`config.mk`:
```
export PLATFORM = sky130hd
export DESIGN_NAME = paddle_input
export DESIGN_NICKNAME = d
export VERILOG_FILES = /design/src/rtl/pong_pkg.sv /design/src/rtl/btn_debounce.sv /design/src/rtl/paddle_input.sv
export SDC_FILE = /design/constraint.sdc
export NUM_CORES = 1
export LEC_CHECK = 0
export ABC_AREA = 1
export CORE_AREA = 2 2 86 63
export DETAILED_ROUTE_END_ITERATION = 12
export DIE_AREA = 0 0 88 65
export GPL_TIMING_DRIVEN = 0
export PLACE_DENSITY_LB_ADDON = 0.1
export SYNTH_ARGS = -nofsm -noshare
export SYNTH_HDL_FRONTEND = slang
export SYNTH_SLANG_ARGS = --single-unit
```
`constraint.sdc`:
```
create_clock -name PixelClock -period 4.1 [get_ports PixelClock]
set_input_delay 0.82 -clock PixelClock [delete_from_list [all_inputs] [get_ports PixelClock]]
set_output_delay 0.82 -clock PixelClock [all_outputs]
set_load 0.1 [all_outputs]
```
`src/rtl/pong_pkg.sv`:
```
// pong_pkg: types and constants shared by the pong blocks.
//   dir_t        paddle movement direction (IDLE, UP, DOWN)
//   SCREEN_W/H   visible screen size in pixels
//   resolve_dir  maps debounced button levels plus freeze to a direction
package pong_pkg;

  typedef enum logic [1:0] {
    IDLE = 2'd0,
    UP   = 2'd1,
    DOWN = 2'd2
  } dir_t;

  localparam int SCREEN_W = 800;
  localparam int SCREEN_H = 600;

  // Exactly one button held gives that direction. Both held, neither held,
  // or freeze asserted all give IDLE.
  function automatic dir_t resolve_dir(input logic up_held,
                                       input logic down_held,
                                       input logic hold_off);
    dir_t d;
    d = IDLE;
    if (!hold_off) begin
      if (up_held && !down_held) begin
        d = UP;
      end else if (down_held && !up_held) begin
        d = DOWN;
      end
    end
    return d;
  endfunction

endpackage

```
`src/rtl/btn_debounce.sv`:
```
// btn_debounce: two-flop synchroniser and debouncer for one raw button.
//   PixelClock  in  clock, all logic on posedge
//   Reset       in  synchronous, active-high reset
//   i_btn_n     in  raw button, active-low, asynchronous to PixelClock
//   o_level     out debounced level, pressed-high
// Parameter DB_CYCLES: consecutive disagreeing samples needed to accept a change.
module btn_debounce
  import pong_pkg::*;
#(
  parameter logic [15:0] DB_CYCLES = 16'd50000
) (
  input  logic PixelClock,
  input  logic Reset,
  input  logic i_btn_n,
  output logic o_level
);

  localparam int CW = $clog2(int'(DB_CYCLES) + 1);
  // The counter toggles the level on the sample that would bring it to
  // DB_CYCLES, so it never has to hold that value and cannot wrap.
  localparam logic [CW-1:0] DB_LAST = CW'(DB_CYCLES - 16'd1);

  logic          r_sync1;
  logic          r_sync2;
  logic          r_level;
  logic [CW-1:0] r_cnt;
  logic          w_pressed;

  // Synchroniser output inverted to pressed-high.
  assign w_pressed = ~r_sync2;

  always_ff @(posedge PixelClock) begin
    if (Reset) begin
      r_sync1 <= 1'b1;
      r_sync2 <= 1'b1;
      r_level <= 1'b0;
      r_cnt   <= '0;
    end else begin
      r_sync1 <= i_btn_n;
      r_sync2 <= r_sync1;
      if (w_pressed != r_level) begin
        if (r_cnt == DB_LAST) begin
          r_level <= ~r_level;
          r_cnt   <= '0;
        end else begin
          r_cnt <= r_cnt + CW'(1);
        end
      end else begin
        r_cnt <= '0;
      end
    end
  end

  assign o_level = r_level;

endmodule

```
`src/rtl/paddle_input.sv`:
```
// paddle_input: turns two raw active-low push buttons into rate-limited
// single-cycle up/down strobes for one paddle's bar block.
//   PixelClock  in  pixel clock, all logic on posedge
//   Reset       in  synchronous, active-high reset
//   btnUpN      in  raw up button, active-low, asynchronous
//   btnDownN    in  raw down button, active-low, asynchronous
//   freeze      in  game paused/serving, suppresses all movement
//   up          out one-cycle move-up strobe
//   down        out one-cycle move-down strobe
//   upHeld      out debounced up-button level
//   downHeld    out debounced down-button level
// Parameters: DB_CYCLES (debounce length), MOVE_DIV (cycles between strobes),
// ACCEL_STEPS (strobes before the fast rate).
// Optional feature macro PADDLE_ACCEL_EN: after ACCEL_STEPS strobes in one
// direction the strobe period halves; without it the period is fixed.
module paddle_input
  import pong_pkg::*;
#(
  parameter logic [15:0] DB_CYCLES   = 16'd50000,
  parameter logic [15:0] MOVE_DIV    = 16'd4000,
  parameter logic [7:0]  ACCEL_STEPS = 8'd32
) (
  input  logic PixelClock,
  input  logic Reset,
  input  logic btnUpN,
  input  logic btnDownN,
  input  logic freeze,
  output logic up,
  output logic down,
  output logic upHeld,
  output logic downHeld
);

  // Index 0 is the up button, index 1 the down button.
  logic [1:0] w_btn_n;
  logic [1:0] w_held;

  assign w_btn_n = {btnDownN, btnUpN};

  for (genvar gi = 0; gi < 2; gi++) begin : g_btn
    btn_debounce #(
      .DB_CYCLES(DB_CYCLES)
    ) u_debounce (
      .PixelClock(PixelClock),
      .Reset     (Reset),
      .i_btn_n   (w_btn_n[gi]),
      .o_level   (w_held[gi])
    );
  end

  dir_t        r_dir;
  dir_t        w_dir_next;
  logic [15:0] r_rate_cnt;
  logic [15:0] w_period;
  logic        w_restart;
  logic        w_fire;
  logic        r_up;
  logic        r_down;

  always_ff @(posedge PixelClock) begin
    if (Reset) begin
      r_dir <= IDLE;
    end else begin
      r_dir <= w_dir_next;
    end
  end

  // w_restart: the rate counter (and step counter) start over whenever the
  // direction changes or we are idle, so a new run strobes immediately.
  // w_fire: a strobe is due in the current direction.
  always_comb begin
    w_dir_next = IDLE;
    w_restart  = 1'b0;
    w_fire     = 1'b0;
    w_dir_next = resolve_dir(w_held[0], w_held[1], freeze);
    w_restart  = (w_dir_next != r_dir) || (r_dir == IDLE);
    w_fire     = (r_dir != IDLE) && (r_rate_cnt == 16'd0);
  end

  always_ff @(posedge PixelClock) begin
    if (Reset) begin
      r_rate_cnt <= 16'd0;
    end else if (w_restart) begin
      r_rate_cnt <= 16'd0;
    end else if (r_rate_cnt >= w_period - 16'd1) begin
      r_rate_cnt <= 16'd0;
    end else begin
      r_rate_cnt <= r_rate_cnt + 16'd1;
    end
  end

`ifdef PADDLE_ACCEL_EN
  // Saturating count of strobes issued in the current run. The fast rate
  // takes effect for the gap following the ACCEL_STEPS-th strobe.
  logic [7:0] r_step_cnt;

  always_ff @(posedge PixelClock) begin
    if (Reset) begin
      r_step_cnt <= 8'd0;
    end else if (w_restart) begin
      r_step_cnt <= 8'd0;
    end else if (w_fire && (r_step_cnt != 8'hFF)) begin
      r_step_cnt <= r_step_cnt + 8'd1;
    end
  end

  assign w_period = (r_step_cnt >= ACCEL_STEPS) ? (MOVE_DIV >> 1) : MOVE_DIV;
`else
  logic w_unused_accel;
  assign w_unused_accel = |ACCEL_STEPS;
  assign w_period       = MOVE_DIV;
`endif

  // Direction is one-hot in the enum, so these can never both be set.
  always_ff @(posedge PixelClock) begin
    if (Reset) begin
      r_up   <= 1'b0;
      r_down <= 1'b0;
    end else begin
      r_up   <= w_fire && (r_dir == UP);
      r_down <= w_fire && (r_dir == DOWN);
    end
  end

  assign up       = r_up;
  assign down     = r_down;
  assign upHeld   = w_held[0];
  assign downHeld = w_held[1];

endmodule

```
# Word-level counts from Yosys, hierarchy flattened
# Cells that the tools add are included.
# classes
n_shift	0
n_bitwise	6
order_cmp	1
add_sub_neg	3
multipliers	0
n_eq_ne	7
n_div	0
n_mux	3
n_reduce_logical	16
# ops
op	count
16-bit by 1-bit adder with 16-bit output (second input constant)	3
16-bit equality test (second input constant)	2
16-bit by 12-bit greater-or-equal comparator with 1-bit output (second input constant)	1
16-bit zero test	1
3-bit OR reduction	3
2-bit 2-to-1 mux	3
1-bit inverter	6
1-bit logical AND	5
2-bit AND reduction	2
2-bit by 1-bit equality test with 1-bit output (second input constant)	1
2-bit equality test (second input constant)	1
1-bit zero test	2
2-bit zero test	1
1-bit inequality test	2
2-bit inequality test	1
2-bit nonzero test	1
1-bit logical OR	1
# totals
in_bits	5
rom_bits	0
reg_bits	58
ramBits	0
latchBits	0
output_inout_bits	4
mem_count	0

# Logic depth before layout (Yosys ltp)
# depth
word_depth	8
depth_mapped	9
mapped_depth_nobuf	8

# Hierarchy
# From an unflattened synthesis, not the netlist that was laid out.
# unflattened
cells_unflattened	400
hier_area_um2	2876.5
# by_module_without_submodules
mod	cells_each	seq_area_each_um2	n_inst	area_each_um2
btn_debounce	142	380.4	2	1007.2
paddle_input	116	400.4	1	862.1

# Worst setup path after synthesis
# Ideal clock, no wire load.
# synth_path
path_type	register to register
from	register g_btn[1].u_debounce.r_level
to	register r_rate_cnt[10]
slack_ns	2.160
t_required_ns	4.036
synth_period_minus_slack_ns	1.940
setup_time_ns	0.064
stages_incl_launch_ff	10
arrival_ns	1.876
cell_sequence	dfxtp_1 -> inv_1 -> nor2_1 -> nand2_1 -> nand2_1 -> nand2_1 -> nor2_1 -> nand2_1 -> buf_2 -> nor2_1
# synth_via
elab_chain_cells	7
elab_cells_between_ends	9
cone_classes	1 x eq/ne; 3 x mux; 5 x reduce/logical
# synth_rtl
element	line	text
from (decl)	btn_debounce.sv:25	logic r_level;
from (signal assigned)	btn_debounce.sv:43	r_level <= ~r_level;
1-bit logical AND or 1-bit zero test (tied branches)	pong_pkg.sv:26, pong_pkg.sv:24	
2-bit 2-to-1 mux or 1-bit logical AND (tied branches)	pong_pkg.sv:26, pong_pkg.sv:24	
2-bit 2-to-1 mux *	pong_pkg.sv:24	if (up_held && !down_held) begin
2-bit 2-to-1 mux *	pong_pkg.sv:23	if (!hold_off) begin
2-bit inequality test *	paddle_input.sv:76	w_restart = (w_dir_next != r_dir) || (r_dir == IDLE);
1-bit logical OR *	paddle_input.sv:76	
3-bit OR reduction (no source line) *	-	
to (signal assigned)	paddle_input.sv:88	r_rate_cnt <= r_rate_cnt + 16'd1;
to (decl)	paddle_input.sv:53	logic [15:0] r_rate_cnt;
# Mark *: on every way between the ends. The rest lies on a longest branch, timed or not.
# A chain may end at the register's enable or synchronous reset.

# Final worst setup path
# layout_path
from	register g_btn[0].u_debounce.r_level
to	output upHeld
# layout_rtl
element	line	text
from (decl)	btn_debounce.sv:25	
from (signal assigned)	btn_debounce.sv:43	
to (decl)	paddle_input.sv:30	output logic upHeld,
# No word-level cell between the ends.

==> run summary <==
Final Hold Vio Count: 0
Clock Latency Late Sink: 340 ps
WL final: 4910 µm
Slew headroom: 0.352
clock tree root buffer cell: clkbuf_8
io pins: 9
Via density: 4.72
H-tree levels: 3
Worst Path Max Fanout: 6
layout filler cell count: 480
share of the synthesized area in the top cell type: 0.441
startpoint types: register
worst slew pin tran: 969 ps
Vias: 2242
max cap viols: 0
Hold Crit Start: g_btn[1].u_debounce.r_sync1$_SDFF_PP1_
routability cong.: 0.848
number of port buffers: 8
Synth area leaders: dfxtp_1 44%, nor2_1 12%, nand2_1 11%, inv_1 7.1%, nand3_1 4.4%
total gr overflow: 0
core area: 4980 µm²
die width: 88 µm
Worst Hold Depth: 1
PD cells: 373 nW/µm²
TritonCTS buffer count: 9
synth unique cells: 21
Worst Setup Path Type: register to primary output
dpl cells: 460
All-Layer GR Usage: 0.205
Final period util: 0.683
Starting Density: 0.528
Routed Antenna Nets: 0
Wirelength per Cell: 10.3 µm
final setup vio count: 0
TNS Setup: 0 ps
post-synthesis sequential area ratio: 0.441
Final Max Slew Viols: 0
CP peak stage delay: 1190 ps
most common cell after layout, fill and taps aside: nor2_1
deepest clock path buffer count: 2
Final nets: 408
initial antenna violation count: 0
Syn Area/Cell: 6.98 µm²
vias in the first global route: 2061
Worst EP required: 3280 ps
reg2reg path depth: 7
most frequent cells in the layout: 84 x nor2_1, 80 x nand2_1, 58 x dfxtp_1
CTS resizes: 0
Crit. Startpoint: g_btn[0].u_debounce.o_level$_SDFFE_PP0P_
Buf/Inv on CP: 1
Mapped Area: 2630 µm²
Setup Fix Bufs, Post-CTS: 0
Achievable Freq: 357 MHz
skew final: 8.08 ps
worst flop-to-flop path startpoint: g_btn[1].u_debounce.r_cnt[0]$_SDFF_PP0_
Setup crit end kind: primary output
largest net degree at the start of global routing: 11
Final Cell Area: 3020 µm²
Max rail drop VDD: 0.235 mV
CTS tree: done
Leak: 1.04 nW
critical-path cell list: clkdlybuf4s50_1
Antenna Cells: 0
Die ar.: 5720 µm²
row cnt: 22
HP Class: register to register
global-route wire length before repair: 8970 µm
Mapped Cells: 377
Tmin final: 2800 ps
Non-Filler Instances: 475
CTS clk-pin slew, worst paths: 60 ps
Pre-antenna DRT Iters: 4
placed cell areas: 2810 µm²
Seq cells post-synth: 58
layout cell share with drive strength beyond 1: 0.0620
hold_buf cts: 0
DRC viols: 0
Ys Warns: 0
WP depth: 1
HPWL Detailed: 3610 µm
status: complete, no violations
Area Growth Syn to Fin: 14.6%
Yosys top cell by area: dfxtp_1
CTS sink cnt: 58
Crit-path slowest cell: clkdlybuf4s50_1
Initial DRC Count: 107
die height: 65 µm
Crit path max-delay family: buffers and inverters
RSZ-0062 raised after global routing: false
crit path DAT: 1980 ps
-- through the flow --
stage,util,hold WS [ps],power (mW),setup slack (ps)
global route,0.605,426,1.17,1230
CTS,0.605,402,1.15,1270
floorplan,-,389,0.590,2160
global placement,0.565,394,0.597,1660
detailed placement,0.565,392,0.597,1660
finish,0.605,402,1.13,1300
-- final timing paths --
path	end	slack, ps
worst max register to register	g_btn[1].u_debounce.r_cnt[12]$_SDFF_PP0_	2490
worst min-delay path	g_btn[1].u_debounce.r_sync2$_SDFF_PP1_	400
worst min register to register	g_btn[1].u_debounce.r_sync2$_SDFF_PP1_	400
worst max-delay path	upHeld	1300
-- final cells by class --
class	count	area, µm²	area share
multi-input combinational	269	1270	0.421
sequential	58	1160	0.385
inverter	50	188	0.0622
clock buffer	13	169	0.0560
tap	72	90.1	0.0299
timing repair buffer	8	80.1	0.0265
clock inverter	2	35.0	0.0116
buffer	3	23.8	0.00788
-- synthesized netlist by cell type --
library cell / number
nor2_1: 84
nand2_1: 80
dfxtp_1: 58
inv_1: 50
nand3_1: 23
a21oi_1: 20
nand4_1: 14
xor2_1: 13
o21ai_0: 8
or2_2: 6
nor3_1: 5
ha_1: 4
xnor2_1: 4
a31oi_1: 1
and2_0: 1
buf_2: 1
buf_4: 1
buf_6: 1
conb_1: 1
nand2_2: 1
o21ai_4: 1
-- power breakdown --
| group | switching (mW) | total [mW] | internal (mW) |
|---|---|---|---|
| Sequential | 0.00149 | 0.570 | 0.568 |
| Clock | 0.215 | 0.541 | 0.326 |
| Combinational | 0.00805 | 0.0152 | 0.00717 |
-- state kept, by name, indices dropped and copies added (netlist names) --
register / flops
r_rate_cnt: 16
r_dir: 2
g_btn.u_debounce.r_cnt: 32
down: 1
g_btn.u_debounce.o_level: 2
g_btn.u_debounce.r_sync1: 2
up: 1
g_btn.u_debounce.r_sync2: 2
-- cell families after synthesis --
group	synth area share
buffers and inverters	0.0804
AND/OR/NAND/NOR	0.340
XOR/XNOR	0.0566
other	0.00143
flip-flops	0.441
AO/OA/AOI/OAI	0.0618
adder cells (fa/ha/maj)	0.0190
-- per-layer routing --
layer,global-route usage,vias up,part of all wire,wire [µm]
li1,-,1217,-,-
met1,0.282,975,0.55,2690
met2,0.285,46,0.39,1920
met3,0.0803,4,0.051,251
met4,0.0808,0,0.0094,46
met5,0,-,0,0
Power figures use the tool's default switching activity.
